### config.mk
export PLATFORM = sky130hd
export DESIGN_NAME = hazard_stall_ctrl
export DESIGN_NICKNAME = d
export VERILOG_FILES = /design/src/rtl/pipe_ctrl_pkg.sv /design/src/rtl/hazard_scoreboard.sv /design/src/rtl/hazard_stall_ctrl.sv
export SDC_FILE = /design/constraint.sdc
export NUM_CORES = 1
export LEC_CHECK = 0
export ABC_AREA = 1
export BUFFER_PORTS_ARGS = -buffer_cell sky130_fd_sc_hd__buf_4
export CORE_MARGIN = 1.5
export CORE_UTILIZATION = 50
export DETAILED_ROUTE_END_ITERATION = 10
export HOLD_SLACK_MARGIN = 0.02
export MAX_ROUTING_LAYER = met4
export PLACE_DENSITY = 0.67
export SETUP_SLACK_MARGIN = 0.1
export SYNTH_ARGS = -nofsm -noshare
export SYNTH_HDL_FRONTEND = slang
export SYNTH_SLANG_ARGS = --single-unit
### constraint.sdc
create_clock -name i_clk -period 7.4 [get_ports i_clk]
set_clock_uncertainty 0.1 [all_clocks]
set_input_delay 2.22 -clock i_clk [delete_from_list [all_inputs] [get_ports i_clk]]
set_output_delay 2.22 -clock i_clk [all_outputs]
set_load 0.05 [all_outputs]
### src/rtl/pipe_ctrl_pkg.sv
// ============================================================================
// Module  : pipe_ctrl_pkg
// Purpose : Shared types and helpers for the 5-stage pipeline front-end
//           control logic: register index type, the x0 constant, the bundle
//           of stall/flush controls, and the priority decode that turns a
//           redirect/hazard pair into that bundle.
// Ports   : none (package)
// Rev     : 1.0  initial release
// ============================================================================
`default_nettype none

package pipe_ctrl_pkg;

  typedef logic [4:0] reg_idx_t;

  localparam reg_idx_t REG_ZERO = 5'd0;

  typedef struct packed {
    logic pc_stall;
    logic ifid_stall;
    logic ifid_flush;
    logic idex_flush;
  } hz_ctrl_t;

  // A resolved redirect outranks a RAW hazard: the stalled instruction is on
  // the wrong path anyway, so the front end must be flushed rather than held.
  function automatic hz_ctrl_t ctrl_decode(input logic redirect, input logic hazard);
    hz_ctrl_t c;
    c = '0;
    if (redirect) begin
      c.ifid_flush = 1'b1;
      c.idex_flush = 1'b1;
    end else if (hazard) begin
      c.pc_stall   = 1'b1;
      c.ifid_stall = 1'b1;
      c.idex_flush = 1'b1;
    end
    return c;
  endfunction

endpackage

`default_nettype wire

### src/rtl/hazard_scoreboard.sv
// ============================================================================
// Module  : hazard_scoreboard
// Purpose : Per-register countdown of pending writes. An entry loaded with
//           WB_LATENCY counts down once per cycle; non-zero means busy.
//           x0 has no entry and always reads idle.
// Ports   : i_clk       clock, rising edge
//           i_rst_n     asynchronous active-low reset
//           i_set_en    load i_set_idx with WB_LATENCY this edge
//           i_set_idx   destination register being issued
//           i_rs1_idx   lookup index 1      -> o_rs1_busy
//           i_rs2_idx   lookup index 2      -> o_rs2_busy
// Rev     : 1.0  initial release
// ============================================================================
`default_nettype none

module hazard_scoreboard
  import pipe_ctrl_pkg::*;
#(
  parameter int NUM_REGS   = 32,
  parameter int WB_LATENCY = 3
) (
  input  logic     i_clk,
  input  logic     i_rst_n,
  input  logic     i_set_en,
  input  reg_idx_t i_set_idx,
  input  reg_idx_t i_rs1_idx,
  input  reg_idx_t i_rs2_idx,
  output logic     o_rs1_busy,
  output logic     o_rs2_busy
);

  localparam logic [2:0] c_LOAD = 3'(WB_LATENCY);

  // Sized for the full 5-bit index space so lookups never go out of range;
  // entries at or above NUM_REGS are tied idle.
  logic [31:0] w_busy;

  assign w_busy[0] = 1'b0;

  for (genvar r = 1; r < 32; r++) begin : g_entry
    if (r < NUM_REGS) begin : g_live
      logic [2:0] cnt_q;
      logic [2:0] cnt_d;

      // Load is evaluated last so a re-issue to a pending register restarts
      // the full latency (youngest writer governs).
      always_comb begin
        cnt_d = cnt_q;
        if (cnt_q != 3'd0) begin
          cnt_d = cnt_q - 3'd1;
        end
        if (i_set_en && (i_set_idx == 5'(r))) begin
          cnt_d = c_LOAD;
        end
      end

      always_ff @(posedge i_clk or negedge i_rst_n) begin
        if (!i_rst_n) begin
          cnt_q <= 3'd0;
        end else begin
          cnt_q <= cnt_d;
        end
      end

      assign w_busy[r] = (cnt_q != 3'd0);
    end else begin : g_absent
      assign w_busy[r] = 1'b0;
    end
  end

  assign o_rs1_busy = w_busy[i_rs1_idx];
  assign o_rs2_busy = w_busy[i_rs2_idx];

endmodule

`default_nettype wire

### src/rtl/hazard_stall_ctrl.sv
// ============================================================================
// Module  : hazard_stall_ctrl
// Purpose : Hazard controller for the non-forwarding 5-stage pipeline. Holds
//           PC and IF/ID while an ID source register still has a write in
//           flight, bubbles ID/EX meanwhile, and flushes IF/ID and ID/EX on a
//           redirect resolved in EX. Counts hazard-stall cycles.
// Ports   : i_clk, i_rst_n                clock / async active-low reset
//           i_id_valid                    ID holds a valid instruction
//           i_id_rs1/_rs2, _used          source indices and use flags
//           i_id_rd, i_id_rd_wren         destination and write flag
//           i_ex_redirect                 taken branch/jump in EX
//           o_pc_stall, o_ifid_stall      hold controls
//           o_ifid_flush, o_idex_flush    bubble controls
//           o_stall_cnt                   saturating stall-cycle count
// Rev     : 1.0  initial release
// ============================================================================
`default_nettype none

module hazard_stall_ctrl
  import pipe_ctrl_pkg::*;
#(
  parameter int WB_LATENCY = 3,
  parameter int NUM_REGS   = 32,
  parameter int CNT_W      = 32
) (
  input  logic             i_clk,
  input  logic             i_rst_n,
  input  logic             i_id_valid,
  input  logic [4:0]       i_id_rs1,
  input  logic [4:0]       i_id_rs2,
  input  logic             i_id_rs1_used,
  input  logic             i_id_rs2_used,
  input  logic [4:0]       i_id_rd,
  input  logic             i_id_rd_wren,
  input  logic             i_ex_redirect,
  output logic             o_pc_stall,
  output logic             o_ifid_stall,
  output logic             o_ifid_flush,
  output logic             o_idex_flush,
  output logic [CNT_W-1:0] o_stall_cnt
);

  localparam logic [CNT_W-1:0] c_CNT_MAX = '1;

  logic       w_rs1_busy;
  logic       w_rs2_busy;
  logic       w_hazard;
  logic       w_issue;
  logic       w_set_en;
  hz_ctrl_t   w_ctrl;

  logic [CNT_W-1:0] stall_cnt_q;
  logic [CNT_W-1:0] stall_cnt_d;

  hazard_scoreboard #(
    .NUM_REGS   (NUM_REGS),
    .WB_LATENCY (WB_LATENCY)
  ) u_scoreboard (
    .i_clk      (i_clk),
    .i_rst_n    (i_rst_n),
    .i_set_en   (w_set_en),
    .i_set_idx  (i_id_rd),
    .i_rs1_idx  (i_id_rs1),
    .i_rs2_idx  (i_id_rs2),
    .o_rs1_busy (w_rs1_busy),
    .o_rs2_busy (w_rs2_busy)
  );

  assign w_hazard = i_id_valid &
                    ((i_id_rs1_used & (i_id_rs1 != REG_ZERO) & w_rs1_busy) |
                     (i_id_rs2_used & (i_id_rs2 != REG_ZERO) & w_rs2_busy));

  assign w_issue  = i_id_valid & ~w_hazard & ~i_ex_redirect;
  assign w_set_en = w_issue & i_id_rd_wren & (i_id_rd != REG_ZERO);

  assign w_ctrl       = ctrl_decode(i_ex_redirect, w_hazard);
  assign o_pc_stall   = w_ctrl.pc_stall;
  assign o_ifid_stall = w_ctrl.ifid_stall;
  assign o_ifid_flush = w_ctrl.ifid_flush;
  assign o_idex_flush = w_ctrl.idex_flush;

  // Only cycles lost to a RAW hazard count; a redirect cycle is a flush.
  always_comb begin
    stall_cnt_d = stall_cnt_q;
    if (w_hazard && !i_ex_redirect && (stall_cnt_q != c_CNT_MAX)) begin
      stall_cnt_d = stall_cnt_q + CNT_W'(1);
    end
  end

  always_ff @(posedge i_clk or negedge i_rst_n) begin
    if (!i_rst_n) begin
      stall_cnt_q <= '0;
    end else begin
      stall_cnt_q <= stall_cnt_d;
    end
  end

  assign o_stall_cnt = stall_cnt_q;

endmodule

`default_nettype wire
# Word level (Yosys, flattened, before mapping)
# Index checks and enable logic that the tools add are counted.
dict set report totals {
  register_bits 125
  input_bits 22
  output_inout_bits 36
  word_cells 280
}
dict set report classes {
  add_sub_neg 32
  magnitude_cmp 2
  eq_ne 32
  mux 71
  bitwise 12
  n_reduce_logical 99
}
# cell n
set op_table {}
lappend op_table {{$mux 3} 62}
lappend op_table {{$reduce_bool 3->1} 31}
lappend op_table {{$sub 3x1->3 const B} 31}
lappend op_table {{$eq 5x5->1 const B} 16}
lappend op_table {{$reduce_bool 2->1} 31}
lappend op_table {{$eq 5x4->1 const B} 8}
lappend op_table {{$logic_and 1x1->1} 33}
lappend op_table {{$add 32x1->32 const B} 1}
lappend op_table {{$ne 32x32->1 const B} 1}
lappend op_table {{$eq 5x3->1 const B} 4}
lappend op_table {{$reduce_bool 5->1} 3}
lappend op_table {{$lt 5x6->1 const B} 2}
lappend op_table {{$bmux 1 s5} 2}
lappend op_table {{$eq 5x2->1 const B} 2}
lappend op_table {{$and 1x1->1} 9}
lappend op_table {{$eq 5x1->1 const B} 1}
lappend op_table {{$mux 1} 5}
lappend op_table {{$mux 2} 2}
lappend op_table {{$not 1->1} 2}
lappend op_table {{$logic_not 1->1} 1}
lappend op_table {{$or 1x1->1} 1}

# Longest topological paths before layout
dict set report logic_depth {
  ltp_word 13
  ltp_mapped 17
  depth_no_buf 16
}

# Cells and area by module
# A second synthesis with hierarchy kept.
dict set report unflattened {
  cells_unflattened 1132
  hier_area_um2 8202.9
}
# module n_inst cells_each area_each_um2 seq_area_each_um2
set by_module_without_submodules {}
lappend by_module_without_submodules {hazard_scoreboard 1 737 5715.5 2327.2}
lappend by_module_without_submodules {hazard_stall_ctrl 1 395 2487.4 800.8}

# Worst setup path before layout
# Ideal clock, no wire load.
dict set report synth_path {
  kind {input to output}
  start {in i_id_rs2[0]}
  end {out o_pc_stall}
  t_arrival_ns 4.714
  t_required_ns 5.080
  setup_slack_ns 0.366
  path_stages 14
  path_buffers 3
  cell_sequence {buf_2 > inv_4 > buf_6 > nand2_1 > nand3_1 > nand3_1 > nand3_1 > nand2_1 > nand2_1 > nand3_2 > nand2_4 > inv_1 > nor3_1 > buf_4}
}
dict set report synth_between {
  elab_chain_len 7
  word_cells_on_any_way 9
  classes_between {mux: 4; bitwise: 4; reduce/logical: 1}
}
# element line
set synth_rtl {}
lappend synth_rtl {{from (decl)} hazard_stall_ctrl.sv:30} ;# input logic [4:0] i_id_rs2,
lappend synth_rtl {{$bmux 1 s5 or $reduce_bool 5->1 (tied branches)} {hazard_scoreboard.sv:72, hazard_stall_ctrl.sv:71}}
lappend synth_rtl {{$mux 1 (implied by the code) or $and 1x1->1 (tied branches)} {hazard_scoreboard.sv:72, hazard_stall_ctrl.sv:71}}
lappend synth_rtl {{$and 1x1->1 (*)} hazard_stall_ctrl.sv:71} ;# (i_id_rs2_used & (i_id_rs2 != REG_ZERO) & w_rs2_busy));
lappend synth_rtl {{$or 1x1->1 (*)} hazard_stall_ctrl.sv:70} ;# ((i_id_rs1_used & (i_id_rs1 != REG_ZERO) & w_rs1_busy) |
lappend synth_rtl {{$and 1x1->1 (*)} hazard_stall_ctrl.sv:69} ;# assign w_hazard = i_id_valid &
lappend synth_rtl {{$mux 2 (*)} pipe_ctrl_pkg.sv:33} ;# end else if (hazard) begin
lappend synth_rtl {{$mux 2 (*)} pipe_ctrl_pkg.sv:30} ;# if (redirect) begin
lappend synth_rtl {{to (decl)} hazard_stall_ctrl.sv:36} ;# output logic o_pc_stall,
# Mark *: on every way between the ends. The rest lies on a longest branch, timed or not. The select of a mux whose other input is x is not followed.

# Worst setup path after layout
dict set report layout_path {
  start {in i_id_rs1[1]}
  end {out o_pc_stall}
}
dict set report layout_between {
  elab_chain_len 7
  word_cells_on_any_way 9
  classes_between {mux: 4; bitwise: 4; reduce/logical: 1}
}
# element line
set layout_rtl {}
lappend layout_rtl {{from (decl)} hazard_stall_ctrl.sv:29} ;# input logic [4:0] i_id_rs1,
lappend layout_rtl {{$bmux 1 s5 or $reduce_bool 5->1 (tied branches)} {hazard_scoreboard.sv:71, hazard_stall_ctrl.sv:70}}
lappend layout_rtl {{$mux 1 (implied by the code) or $and 1x1->1 (tied branches)} {hazard_scoreboard.sv:71, hazard_stall_ctrl.sv:70}}
lappend layout_rtl {{$and 1x1->1 (*)} hazard_stall_ctrl.sv:70}
lappend layout_rtl {{$or 1x1->1 (*)} hazard_stall_ctrl.sv:70}
lappend layout_rtl {{$and 1x1->1 (*)} hazard_stall_ctrl.sv:69}
lappend layout_rtl {{$mux 2 (*)} pipe_ctrl_pkg.sv:33}
lappend layout_rtl {{$mux 2 (*)} pipe_ctrl_pkg.sv:30}
# Marked as above.

==> metrics.md <==
| Metric | Value |
|---|---|
| Status | finished, final reports clean |
| Final WL | 19900 um |
| Pins over their slew limit | 0 |
| PD cells | 366 nW/um^2 |
| Unique masters post-synth | 32 |
| Switch share | 0.384 |
| CTS H-tree depth | 4 |
| Worst path depth | 14 |
| IO Port Bufs | 57 |
| FF-to-FF End | u_scoreboard.g_entry[26].g_live.cnt_q[1]$_DFFE_PN0P_ |
| TNS Setup | 0 ns |
| Gpl congestion | 0.918 |
| Worst hold stages | 2 |
| CP endpoint kind | primary output |
| Root buffer cell | clkbuf_16 |
| EDFF count, synth | 0 |
| Top Ports | 58 |
| Critical Path Start | i_id_rs1[1] |
| CTS-repair resized insts | 0 |
| WP data arrival | 4.32 ns |
| Bufs on Longest Clock Path | 2 |
| Post-route cell area | 9570 sq um |
| Yosys top cell by area | dfrtp_1 |
| Share of cells above drive strength 1 | 0.0928 |
| Tmin final | 6.64 ns |
| Critical Path, Cell by Cell | buf_4, inv_2, nand2_2, inv_2, a21oi_1, nand3_1, nand3_1, nand3_1, nand2_1, nand2_4, nand2_4, inv_1, nor3_1, buf_4 |
| Hold Path Class | register to register |
| Die Height | 133 um |
| Synth warnings | 0 |
| Clk pin slew, worst setup/hold paths | 0.06 ns |
| Max Cap Viol | 0 |
| Die footprint | 17700 sq um |
| Syn nets | 1184 |
| Sequential share of the synthesized area | 0.370 |
| Synth top area cells | dfrtp_1, nand2_1, ha_1 |
| Reg-to-Reg Start | u_scoreboard.g_entry[1].g_live.cnt_q[0]$_DFFE_PN0P_ |
| Crit path largest cell delay | 0.40 ns |
| Reg2Reg Setup Slack | 3.88 ns |
| Setup CP Type | input pin to primary output |
| CP Capture Point | o_pc_stall |
| Rows | 47 |
| Ys async rst share | 1.00 |
| Mapped Cells | 1099 |
| Final hold vios | 0 |
| Final std cells w/o fill | 1373 |
| Power share of the clock group | 0.235 |
| Drt wl/cell | 14.5 um |
| Setup ws final | 0.759 ns |
| Worst-case reg-to-reg path depth | 13 |
| Post-Syn Area | 8460 sq um |
| Worst-path fanout max | 34 |
| Leak | 5.12 nW |
| # clock sinks | 125 |
| Crit path max-delay family | simple AND/OR/NAND/NOR gates |
| Grt total ovfl | 0 |
| Yosys top cell area share | 0.370 |
| Fin crit share | 0.897 |
| Largest net degree at the start of global routing | 81 |
| Slowest-stage cell, CP | nand2_4 |
| Sequential Power Share | 0.325 |
| # DRC | 0 |
| Initial Util | 0.512 |
| Final Net Count | 1228 |
| Syn_area_per_cell | 7.70 sq um |
| Layout area overhead | 13.1% |
| Hold_buf cts | 0 |
| GRT Util Overall | 0.246 |
| Pint | 2.15 mW |
| Via Count | 7059 |
| Worst-Margin Slew | 1.01 ns |
| DRT Pass-1 Iters | 5 |
| Final hold slack | 0.402 ns |
| Total setup buffers inserted after CTS | 0 |
| Fill count | 1497 |
| Initial antenna violation count | 0 |
| Fmax achieved | 151 MHz |
| Diodes inserted | 0 |
| Seq cells post-synth | 125 |
| Max VDD drop | 198 uV |
| First-pass GRT wire length | 33400 um |
| RSZ-0062 raised after global routing | no |
| Cells after DPL | 1344 |
| Placement Setup Slack | 0.833 ns |
| Placed inst area | 8990 sq um |
| Skew-Pair Late Insertion Delay | 0.43 ns |
| CORE AREA | 16500 sq um |
| Initial drt markers | 459 |
| Worst path required time | 5.08 ns |
| Routed Antenna Nets | 0 |
| Slew headroom | 0.327 |
| Vias per cell | 5.14 |
| Utilization after layout | 0.579 |
| # setup viols final | 0 |
| CTS tree | done |
| Synth Flop Type | dfrtp_1 |
| Die width | 133 um |
| Vias in the first global route | 6831 |
| WP buf/inv | 5 |
| Post-DP HPWL | 14000 um |
| CTS Buf Count | 17 |
| Count leader, synth | nand2_1 |
| Most Frequent Cell on Critical Path | nand3_1 |
| Total Power | 3.50 mW |
| Combinational group share of total power | 0.439 |
| Startpoint types | input pin |
| Psw | 1.35 mW |
| Top cells by count, synth | nand2_1, inv_1, dfrtp_1, nor2_1, xor2_1 |
==> cell families (layout without fill, tap and decap cells) <==
family | Yosys count | in the layout | synth area share
adders and majority gates | 63 | 63 | 0.0932
xor gates and xnor gates | 90 | 90 | 0.0932
AOI/OAI and AO/OA | 86 | 86 | 0.0647
and+or+nand+nor | 536 | 536 | 0.283
buffers and inverters | 199 | 253 | 0.0963
DFF | 125 | 125 | 0.370
==> flip-flops by register name, summed over array words and instances (netlist names) <==
register and flops:
u_scoreboard.g_entry.g_live.cnt_q 93, o_stall_cnt 32
==> power by group through the flow <==
stage | Combinational (mW) | Clock [mW] | Sequential, mW
floorplan | 1.21 | 0 | 1.15
global placement | 1.50 | 0 | 1.14
detailed placement | 1.54 | 0 | 1.15
CTS | 1.55 | 0.840 | 1.14
global route | 1.80 | 0.866 | 1.18
finish | 1.54 | 0.824 | 1.14
==> worst min-delay path by stage <==
stage | startpoint | to | slack (ns)
floorplan | u_scoreboard.g_entry[13].g_live.cnt_q[1]$_DFFE_PN0P_ | u_scoreboard.g_entry[13].g_live.cnt_q[1]$_DFFE_PN0P_ | 0.38
global placement | o_stall_cnt[31]$_DFFE_PN0P_ | o_stall_cnt[31]$_DFFE_PN0P_ | 0.38
detailed placement | o_stall_cnt[31]$_DFFE_PN0P_ | o_stall_cnt[31]$_DFFE_PN0P_ | 0.39
CTS | o_stall_cnt[31]$_DFFE_PN0P_ | o_stall_cnt[31]$_DFFE_PN0P_ | 0.40
global route | o_stall_cnt[26]$_DFFE_PN0P_ | o_stall_cnt[26]$_DFFE_PN0P_ | 0.45
finish | o_stall_cnt[31]$_DFFE_PN0P_ | o_stall_cnt[31]$_DFFE_PN0P_ | 0.40
==> worst min-delay path, delay by kind of cell (launching register included) <==
kind	cells	cell delay, ns
AND/OR/NAND/NOR	2	0.11
flip-flops	1	0.36
==> layer usage <==
layer  wire length (um)  vias to the layer above  GRT usage  share of wire
met2               9080                      155      0.383           0.46
met1               9530                     3261      0.322           0.48
li1                   -                     3603          -              -
met4                486                        0     0.0910          0.024
met3                778                       40     0.0418          0.039
met5                  0                        -          -              0
==> layout by cell type, fill, tap and decap left out, drive strengths merged, types with 9 or more instances in the layout <==
master and n:
nor2 101, nand3 77, inv 162, nor3 12, nand4 72, o21ai 19
dfrtp 125, buf 61, xor2 83, nor4 9, nand2 265, o21bai 45
clkbuf 22, ha 63, a21oi 20
==> final cells by class <==
cell class	count	area [sq um]	area share
Clock buffer	22	484	0.0506
Tap cell	220	275	0.0288
Multi-Input combinational cell	775	4520	0.472
Clock inverter	7	88.8	0.00929
Sequential cell	125	3130	0.327
Timing Repair Buffer	61	458	0.0479
Inverter	163	614	0.0642
Power figures use the tool's default switching activity.
